File: src/rtl/uart_tx_arbiter_pkg.sv
// uart_tx_arbiter_pkg: FSM encoding and default timing shared by the UART TX arbiter files
package uart_tx_arbiter_pkg;
    typedef enum logic [1:0] {IDLE, LAUNCH, WAIT_DONE, GAP} state_t;
    localparam int DEF_GAP_CLKS = 16;
    localparam int DEF_TIMEOUT_CLKS = 1 << 20;
    function automatic int max_int(input int a, input int b);
        return a > b ? a : b;
    endfunction
endpackage

File: src/rtl/uart_tx_arbiter_rr_pick.sv
// rr_pick: picks the first set request after last_grant, wrapping around
module rr_pick #(
    parameter int N = 4
) (
    input  logic [N-1:0] req,
    input  logic [2:0]   last_grant,
    output logic         valid,
    output logic [2:0]   index
);
    int best;
    always_comb begin
        valid = |req;
        index = '0;
        best = N;
        for (int j = 0; j < N; j++)
            if (req[j] && (j + N - 1 - int'(last_grant)) % N < best) begin
                best = (j + N - 1 - int'(last_grant)) % N;
                index = 3'(j);
            end
    end
endmodule

File: src/rtl/uart_tx_arbiter.sv
// uart_tx_arbiter: round-robin arbiter handing bytes from NUM_REQ requesters to a single uart_tx
module uart_tx_arbiter
    import uart_tx_arbiter_pkg::*;
#(
    parameter int NUM_REQ      = 4,
    parameter int GAP_CLKS     = DEF_GAP_CLKS,
    parameter int TIMEOUT_CLKS = DEF_TIMEOUT_CLKS
) (
    input  logic                   i_Clock,
    input  logic                   i_Reset,
    input  logic [NUM_REQ-1:0]     i_Req_DV,
    input  logic [8*NUM_REQ-1:0]   i_Req_Byte,
    input  logic [NUM_REQ-1:0]     i_Req_Lock,
    output logic [NUM_REQ-1:0]     o_Req_Ack,
    output logic [NUM_REQ-1:0]     o_Req_Done,
    output logic                   o_TX_DV,
    output logic [7:0]             o_TX_Byte,
    input  logic                   i_TX_Active,
    input  logic                   i_TX_Done,
    output logic [2:0]             o_Grant_Id,
    output logic                   o_Busy,
    output logic                   o_Timeout
);
    localparam int CW = $clog2(max_int(GAP_CLKS, TIMEOUT_CLKS) + 1);
    state_t state, state_n;
    logic [CW-1:0] cnt, cnt_n;
    logic [2:0] last_grant, grant_id, pick_idx, next_id;
    logic [NUM_REQ-1:0] grant_oh;
    logic [7:0] tx_byte, sel_byte;
    logic pick_valid, lock_hold, lock_dv, lock_sel, done_r, live, tx_done_hit, timeout_hit;
    rr_pick #(.N(NUM_REQ)) u_rr_pick (
        .req(i_Req_DV),
        .last_grant(last_grant),
        .valid(pick_valid),
        .index(pick_idx)
    );
    always_comb begin
        live = !i_Reset;
        grant_oh = NUM_REQ'(1) << grant_id;
        lock_dv = |(i_Req_DV & (NUM_REQ'(1) << last_grant));
        lock_sel = |(i_Req_Lock & grant_oh);
        next_id = (lock_hold && lock_dv) ? last_grant : pick_idx;
        sel_byte = '0;
        for (int j = 0; j < NUM_REQ; j++)
            if (3'(j) == next_id) sel_byte = i_Req_Byte[8*j +: 8];
        tx_done_hit = state == WAIT_DONE && i_TX_Done;
        timeout_hit = state == WAIT_DONE && !i_TX_Done && cnt == CW'(TIMEOUT_CLKS - 1);
        state_n = state;
        cnt_n = cnt;
        unique case (state)
            IDLE:      if (!i_TX_Active && pick_valid) state_n = LAUNCH;
            LAUNCH:    begin state_n = WAIT_DONE; cnt_n = '0; end
            WAIT_DONE: begin
                cnt_n = cnt + 1'b1;
                if (tx_done_hit || timeout_hit) begin
                    state_n = GAP_CLKS > 0 ? GAP : IDLE;
                    cnt_n = '0;
                end
            end
            GAP: begin
                cnt_n = cnt + 1'b1;
                if (cnt == CW'(GAP_CLKS - 1)) begin state_n = IDLE; cnt_n = '0; end
            end
            default: state_n = IDLE;
        endcase
        // Every output is forced low while reset is held, even before the first reset edge lands
        o_TX_DV = live && state == LAUNCH;
        o_Req_Ack = o_TX_DV ? grant_oh : '0;
        o_Req_Done = (live && done_r) ? grant_oh : '0;
        o_Timeout = live && timeout_hit;
        o_Busy = live && state != IDLE;
        o_TX_Byte = live ? tx_byte : '0;
        o_Grant_Id = live ? grant_id : '0;
    end
    always_ff @(posedge i_Clock) begin
        if (i_Reset) begin
            state <= IDLE;
            cnt <= '0;
            last_grant <= 3'(NUM_REQ - 1);
            grant_id <= '0;
            tx_byte <= '0;
            lock_hold <= 1'b0;
            done_r <= 1'b0;
        end else begin
            state <= state_n;
            cnt <= cnt_n;
            done_r <= tx_done_hit;
            if (state == IDLE && state_n == LAUNCH) begin
                grant_id <= next_id;
                last_grant <= next_id;
                tx_byte <= sel_byte;
            end
            if (tx_done_hit || timeout_hit) lock_hold <= tx_done_hit && lock_sel;
        end
    end
endmodule

File: config.mk
export PLATFORM = sky130hd
export DESIGN_NAME = uart_tx_arbiter
export DESIGN_NICKNAME = d
export VERILOG_FILES = /design/src/rtl/uart_tx_arbiter_pkg.sv /design/src/rtl/uart_tx_arbiter_rr_pick.sv /design/src/rtl/uart_tx_arbiter.sv
export SDC_FILE = /design/constraint.sdc
export NUM_CORES = 1
export LEC_CHECK = 0
export ABC_AREA = 1
export ABC_CLOCK_PERIOD_IN_PS = 4600
export BUFFER_PORTS_ARGS = -buffer_cell sky130_fd_sc_hd__buf_2
export CORE_MARGIN = 5
export CORE_UTILIZATION = 50
export CTS_BUF_LIST = sky130_fd_sc_hd__clkbuf_4 sky130_fd_sc_hd__clkbuf_8 sky130_fd_sc_hd__clkbuf_16
export CTS_CLUSTER_DIAMETER = 80
export DETAILED_ROUTE_END_ITERATION = 16
export GPL_ROUTABILITY_DRIVEN = 0
export PLACE_DENSITY_LB_ADDON = 0.05
export SETUP_SLACK_MARGIN = 0.2
export SKIP_CTS_REPAIR_TIMING = 1
export SYNTH_ARGS = -nofsm -noshare
export SYNTH_HDL_FRONTEND = slang
export SYNTH_HIERARCHICAL = 1
export SYNTH_SLANG_ARGS = --single-unit
File: constraint.sdc
create_clock -name i_Clock -period 4.6 [get_ports i_Clock]
set_clock_uncertainty 0.2 [all_clocks]
set_input_delay 0.92 -clock i_Clock [delete_from_list [all_inputs] [get_ports i_Clock]]
set_output_delay 0.92 -clock i_Clock [all_outputs]
set_load 0.005 [all_outputs]
==> flow_summary.yaml, run 1 <==
sta:
  fmax_ghz: 0.2306
  grt_setup_unrepaired: "yes"
  setup_tns_ns: 0
  fin_ws_ns: 0.2631
  setup_viol: 0
  hold_slack_ns: 0.2722
  hold_viol: 0
  period_share: 0.9428
  drv_slew: 0
  period_minus_slack_ns: 4.337
  slew_headroom: 0.4016
  tightest_slew_ns: 0.8927
hold_path:
  hold_class: "reg -> reg"
yosys:
  ys_seq_area_frac: 0.2425
  async_reset_ff_frac: 0
  synthAdderAreaFrac: 0.05185
  synth-seq-cells: 38
  synthXorXnorAreaFrac: 0.01675
  synthDistinctLibCells: 34
  syn_area_sq_um: 3137
  synth_nets: 580
  synthSimpleGateAreaFrac: 0.4424
  syn_area_per_cell_sq_um: 5.998
  synth_top_family_by_area: "simple AND/OR/NAND/NOR gates"
  synth.area.mux_share: 0
  synth_compound_gate_area_share: 0.1137
  synth_edf_count: 0
  yosys_warnings: 6
  synth_flop_cell: "dfxtp_1"
  syn_inst: 523
clock_tree:
  cts.sinks: 38
  clk_latency_ns: 0.30
  cts_made_buffers: 5
  root_buffer: "clkbuf_8"
  cts_buffer_depth: 2
  cts_tree: "built"
  clkTransAtPathRegs_ns: 0.09
  htreeDepth: 2
outcome:
  outcome: "finished, final reports clean"
drt:
  antenna_left: 0
  vias: 3520
  drt_first_pass_iters: 5
  drtIter0Drc: 213
  drc: 0
  avgRoutedWirePerCell_um: 13.22
  routed_via_density: 5.161
  routed_wl_mm: 9.018
layout:
  final_cell_mix: "nand2_1, inv_1, buf_2"
  num_antenna_cells: 0
  drive_above_1_share: 0.3031
  area_growth_pct: 28.92
  layout_commonest_cell: "nand2_1"
  nets: 663
  utilization: 0.6711
floorplan:
  start_util: 0.5206
  rows: 28
  io_pins: 66
  fp.dieH_um: 89.21
  die_w_um: 89.21
  die_area_sq_um: 7958
  core_sq_um: 6026
global_routing:
  track_usage: 0.2304
  antenna_found_initial: 0
  grt_max_degree: 33
  grt_overflow_total: 0
  grt_pass1_wl_mm: 14.66
  grt_pass1_vias: 3347
critical_path:
  slowest_delay_ns: 0.29
  startpoint_type: "input pin"
  cp_common_cell: "nand2_1"
  worstPathArrival_ns: 4.38
  cp_max_fo: 6
  endpoint_kind: "register"
  worstPathRequired_ns: 4.65
  critical_path_class: "in -> reg"
  critical_path.slowest_cell: "ha_4"
placed_design:
  port_buffers: 65
  dp.final_hpwl_mm: 6.775
  post-place-ws_ns: -0.2295
power_and_ir_drop:
  p_per_area_nw_per_um2: 345.1
  ir_worst_vdd_v: 0.0002316
  power_leakage_nw: 2.041
flow_run:
  drv_cap: 0
[Yosys cell counts, types with 9 or more instances]
library cell / number / share of area
nand2_1: 152 / 0.18
inv_1: 84 / 0.10
nor2_1: 47 / 0.056
dfxtp_1: 38 / 0.24
nand3_1: 35 / 0.056
a21oi_1: 28 / 0.045
nand4_1: 19 / 0.038
o21ai_0: 19 / 0.030
ha_1: 13 / 0.052
nor3_1: 10 / 0.016
clkbuf_1: 9 / 0.011
nand3_2: 9 / 0.029
[final cells by class]
| class | count | area (sq um) |
|---|---|---|
| clock buffers | 5 | 68.82 |
| clock inverters | 3 | 45.04 |
| fillers | 548 | 1982 |
| inverters | 90 | 342.8 |
| multi-input cells | 381 | 2183 |
| flip-flops and latches | 38 | 767.0 |
| well taps | 75 | 93.84 |
| repair buffers | 90 | 543.0 |
[per-stage QoR]
step	instance area, sq um	std cells	power, mW
2_1_floorplan	3152	523	0.7754
3_3_place_gp	3631	666	0.9413
3_5_place_dp	3631	666	0.9468
4_1_cts	3745	674	1.239
5_1_grt	4044	682	1.507
6_report	4044	682	1.395
[registers in the layout, summed over array words and instances (netlist names)]
name,count
cnt,21
tx_byte,8
last_grant,3
grant_id,2
done_r,1
state,2
lock_hold,1
[where the power goes]
| group | switching, mW | leakage [nW] | internal (mW) | total, mW |
|---|---|---|---|---|
| combinational | 0.434 | 1.68 | 0.299 | 0.733 |
| sequential | 0.0180 | 0.309 | 0.354 | 0.372 |
| clock | 0.129 | 0.0504 | 0.161 | 0.291 |
[cell families (layout without fill, tap and decap cells)]
kind of cell | Yosys count | in the layout
compound gates | 65 | 65
flops | 38 | 38
fa+ha+maj | 13 | 13
xor+xnor | 6 | 6
other cells | 1 | 1
buf+inv | 105 | 188
simple gates | 295 | 296
[routing by layer]
layer	GRT usage	vias to the layer above	wire length (um)
met5	0	-	0
met4	0.09878	0	252
met3	0.03226	22	482
met2	0.3858	123	4309
met1	0.2948	1544	3974
li1	-	1831	-
[path summary, 6_finish.rpt]
| kind | endpoint | cells past startpoint | slack (ns) | from |
|---|---|---|---|---|
| worst max-delay path | tx_byte[6] | 38 | 0.26 | i_Req_DV[0] |
| worst min-delay path | lock_hold | 2 | 0.27 | lock_hold |
| worst max register to register | tx_byte[6] | 37 | 0.32 | last_grant[0] |
| worst min register to register | lock_hold | 2 | 0.27 | lock_hold |
[critical path, delay by kind of cell]
| family | cells | cell delay, ns |
|---|---|---|
| adders and majority gates | 3 | 0.84 |
| AOI/OAI and AO/OA | 3 | 0.30 |
| and+or+nand+nor | 26 | 1.86 |
| buffers and inverters | 6 | 0.46 |
Note: power is estimated with default switching activity, not from simulation.
==> inputs of run 2 (changes only) <==
Settings changed: CORE_UTILIZATION 50 to 45.
==> run 2 against run 1 <==
  * Global-route usage is 2.7 points lower
  * Maximum frequency shrank 0.17%
  * First-iteration DRC count is 43% lower
  * Critical path type unchanged
  * Setup slack worse by 0.0073 ns
  * Largest cell class unchanged
  * Combinational power rose by 6.7%
  * Largest power group unchanged
  * Total power up 3.7%
  * Sequential share of layout area is 0.34 points lower
  * Clock power about the same
  * Die area rose by 9.8%
==> flow_summary.yaml, run 2 (synthesized netlist as in run 1, its figures left out) <==
critical_path:
  slowest_delay_ns: 0.29
  worstPathArrival_ns: 4.39
  worstPathRequired_ns: 4.65
  endpoint_kind: "register"
  r2r_cells: 37
  startpoint_type: "input pin"
  critical_path.slowest_cell: "ha_1"
  cp_max_fo: 5
  critical_path_class: "in -> reg"
  cp_common_cell: "nand2_1"
drt:
  routed_wl_mm: 8.938
  drtIter0Drc: 121
  avgRoutedWirePerCell_um: 12.61
  drc: 0
  vias: 3488
  routed_via_density: 4.920
  drt_first_pass_iters: 4
  antenna_left: 0
clock_tree:
  clk_latency_ns: 0.30
  htreeDepth: 2
  clkTransAtPathRegs_ns: 0.08
  root_buffer: "clkbuf_8"
  cts.sinks: 38
  cts_buffer_depth: 2
  cts_tree: "built"
  cts_made_buffers: 5
layout:
  nets: 669
  fin_cells: 709
  area_growth_pct: 31.71
  largest_reg_flops: 21
  layout_commonest_cell: "nand2_1"
  utilization: 0.6081
  top_register: "cnt"
  final_cell_mix: "nand2_1, inv_1, buf_2"
  drive_above_1_share: 0.3132
  num_antenna_cells: 0
  top_regs: "cnt: 21 flops, tx_byte: 8 flops, last_grant: 3 flops"
placed_design:
  dp_cells: 690
  dp.final_hpwl_mm: 6.799
  port_buffers: 65
hold_path:
  hold_class: "reg -> reg"
  holdPathStages: 2
floorplan:
  die_area_sq_um: 8740
  rows: 30
  fp.dieH_um: 93.49
  core_sq_um: 6794
  start_util: 0.4617
  io_pins: 66
  die_w_um: 93.49
global_routing:
  grt_pass1_vias: 3341
  grt_pass1_wl_mm: 14.59
  grt_max_degree: 25
  antenna_found_initial: 0
  track_usage: 0.2039
  grt_overflow_total: 0
power_and_ir_drop:
  power_leakage_nw: 2.077
  ir_worst_vdd_v: 0.0002849
  p_per_area_nw_per_um2: 350.2
sta:
  drv_slew: 0
  hold_slack_ns: 0.2751
  period_share: 0.9444
  period_minus_slack_ns: 4.344
  hold_viol: 0
  fmax_ghz: 0.2302
  setup_tns_ns: 0
  tightest_slew_ns: 0.8356
  setup_viol: 0
  slew_headroom: 0.4399
  grt_setup_unrepaired: "yes"
flow_run:
  drv_cap: 0
outcome:
  outcome: "finished, final reports clean"
## run 2: changes by cell type in the layout (fill, tap and decap cells not counted), sizes merged
cell  previous run  this run
buf             90        96
## run 2: cell type report
type	instances	area [sq um]
sequential	38	769.5
fill	656	2663
timing repair buffer	96	591.8
inverter	90	345.3
tap	96	120.1
clock inverter	3	45.04
multi-input combinational	381	2191
clock buffer	5	68.82
## run 2: critical path, delay by kind of cell
family                     cells  cell delay, ns
AOI/OAI and AO/OA              3            0.42
buffers and inverters          3            0.31
adders and majority gates      3            0.77
and+or+nand+nor               28            1.96
## run 2: metal layers
| layer | part of all wire | wire length, um | GRT usage | vias up |
|---|---|---|---|---|
| met4 | 0.028 | 250 | 0.07692 | 0 |
| li1 | - | - | - | 1837 |
| met2 | 0.52 | 4623 | 0.3651 | 76 |
| met1 | 0.41 | 3690 | 0.2407 | 1559 |
| met3 | 0.042 | 373 | 0.03459 | 16 |
| met5 | 0 | 0 | 0 | - |
## run 2: metrics by stage
stage	power (mW)	area [sq um]	setup slack, ns
2_1_floorplan	0.7754	3152	0.2015
3_3_place_gp	0.9576	3680	-0.1144
3_5_place_dp	0.9671	3680	-0.2417
4_1_cts	1.259	3794	-0.02078
5_1_grt	1.561	4131	-0.04886
6_report	1.447	4131	0.2559
## run 2: report_power, final
part	switching [mW]	internal [mW]
logic	0.446	0.336
registers	0.0198	0.355
clock network	0.129	0.161
## run 2: path summary, 6_finish.rpt
path | startpoint | to | slack [ns]
max | i_Req_DV[0] | tx_byte[6] | 0.26
min | lock_hold | lock_hold | 0.28
max reg2reg | last_grant[0] | tx_byte[6] | 0.31
min reg2reg | lock_hold | lock_hold | 0.28
==> inputs of run 3 (changes only) <==
Settings changed: CORE_ASPECT_RATIO set to 0.7, CORE_UTILIZATION 45 to 50.
==> run 3 against run 2 <==
  * Flip-flop and latch count is the same
  * Core utilization grew 3.5 points
  * Total power shrank 9.7%
  * Critical path depth is the same
  * Wire length grew 2.2%
  * Via count grew 3.6%
  * Combinational power shrank 9.5%
  * Die area shrank 8.7%
==> flow_summary.yaml, run 3 (synthesized netlist as in run 1, its figures left out) <==
outcome:
  outcome: "finished, final reports clean"
critical_path:
  endpoint_kind: "register"
  r2r_end: "tx_byte[6]"
  worstPathRequired_ns: 4.63
  crit_buf_inv: 8
  startpoint_type: "input pin"
  critPathCapture: "tx_byte[6]"
  cp_max_fo: 5
  crit_cells: 37
  critPathTopFamily: "simple AND/OR/NAND/NOR gates"
  critPathLaunch: "i_Req_DV[0]"
  r2r_start: "last_grant[1]"
  worstPathArrival_ns: 4.47
  cp_common_cell: "nand2_1"
  critical_path_class: "in -> reg"
  r2r_slack_ns: 0.22
  r2r_cells: 38
  slowest_delay_ns: 0.33
  critical_path.slowest_cell: "ha_1"
floorplan:
  fp.dieH_um: 76.27
  die_w_um: 104.7
  core_sq_um: 6156
  rows: 24
  die_area_sq_um: 7983
  io_pins: 66
  start_util: 0.5096
clock_tree:
  clk_latency_ns: 0.29
  cts_tree: "built"
  htreeDepth: 2
  cts.sinks: 38
  cts_buffer_depth: 2
  cts_made_buffers: 5
  root_buffer: "clkbuf_8"
  clkTransAtPathRegs_ns: 0.07
global_routing:
  grt.busiest_layer: "met1"
  grt_use_met3: 0.04911
  met1_usage: 0.3179
  antenna_found_initial: 0
  grt_pass1_vias: 3064
  grt_max_degree: 23
  grt_pass1_wl_mm: 14.05
  met2_usage: 0.2876
  grt_overflow_total: 0
  track_usage: 0.2063
power_and_ir_drop:
  p_per_area_nw_per_um2: 329.8
  ir_worst_vdd_v: 0.0001696
  power_leakage_nw: 2.026
drt:
  routed_wl_mm: 9.135
  drtIter0Drc: 264
  drt_first_pass_iters: 5
  drc: 0
  avgRoutedWirePerCell_um: 13.37
  vias: 3615
  antenna_left: 0
  routed_via_density: 5.293
layout:
  fin_area_sq_um: 3961
  top_register: "cnt"
  utilization: 0.6435
  layout_commonest_cell: "nand2_1"
  nets: 663
  largest_reg_flops: 21
  num_antenna_cells: 0
  area_growth_pct: 26.29
  top_regs: "cnt: 21 flops, tx_byte: 8 flops, last_grant: 3 flops"
  drive_above_1_share: 0.2909
  fin_cells: 683
  final_cell_mix: "nand2_1, inv_1, buf_2"
flow_run:
  drv_cap: 0
placed_design:
  dp_cells: 671
  port_buffers: 65
  post-place-ws_ns: -0.3574
  dpl_cell_area_sq_um: 3650
  dp.final_hpwl_mm: 6.759
sta:
  hold_viol: 0
  slew_headroom: 0.3962
  tightest_slew_ns: 0.9008
  drv_slew: 0
  fmax_ghz: 0.2253
  setup_tns_ns: 0
  setup_viol: 0
  fin_ws_ns: 0.1605
  grt_setup_unrepaired: "yes"
  period_minus_slack_ns: 4.440
  period_share: 0.9651
hold_path:
  hold_class: "reg -> reg"
## run 3: cell type report
class                   instances  area, sq um
well taps                      78        97.59
multi-input cells             381         2140
clock buffers                   6        82.58
flip-flops and latches         38        769.5
repair buffers                 90        531.8
fillers                       557         2195
inverters                      90        340.3
## run 3: metal layers
metal / wire length, um / share of wire / up-vias
met2: 3775 / 0.41 / 160
li1: - / - / 1829
met5: 0 / 0 / -
met3: 824 / 0.090 / 14
met1: 4457 / 0.49 / 1612
met4: 77 / 0.0084 / 0
## run 3: report_power, final
group          total (mW)  switching (mW)  internal [mW]
combinational       0.708           0.426          0.282
clock               0.224           0.108          0.116
sequential          0.375          0.0197          0.355
## run 3: worst min path at each step
stage | start | endpoint | slack, ns | cells past startpoint
2_1_floorplan | lock_hold | lock_hold | 0.24 | 2
3_3_place_gp | lock_hold | lock_hold | 0.25 | 2
3_5_place_dp | lock_hold | lock_hold | 0.26 | 2
4_1_cts | lock_hold | lock_hold | 0.28 | 2
5_1_grt | lock_hold | lock_hold | 0.30 | 2
6_report | lock_hold | lock_hold | 0.28 | 2
## run 3: tightest hold or removal path: cells and delay by family (launching register included)
family           cells  cell delay (ns)
AO/OA/AOI/OAI        1             0.05
AND/OR/NAND/NOR      1             0.07
flip-flops           1             0.32
## run 3: metrics by stage
| stage | power (mW) | hold slack, ns |
|---|---|---|
| after global placement | 0.9494 | 0.2528 |
| after CTS | 1.188 | 0.2813 |
| after global routing | 1.406 | 0.2953 |
| final | 1.306 | 0.2848 |
| after floorplan | 0.7754 | 0.2390 |
| after detailed placement | 0.9621 | 0.2596 |
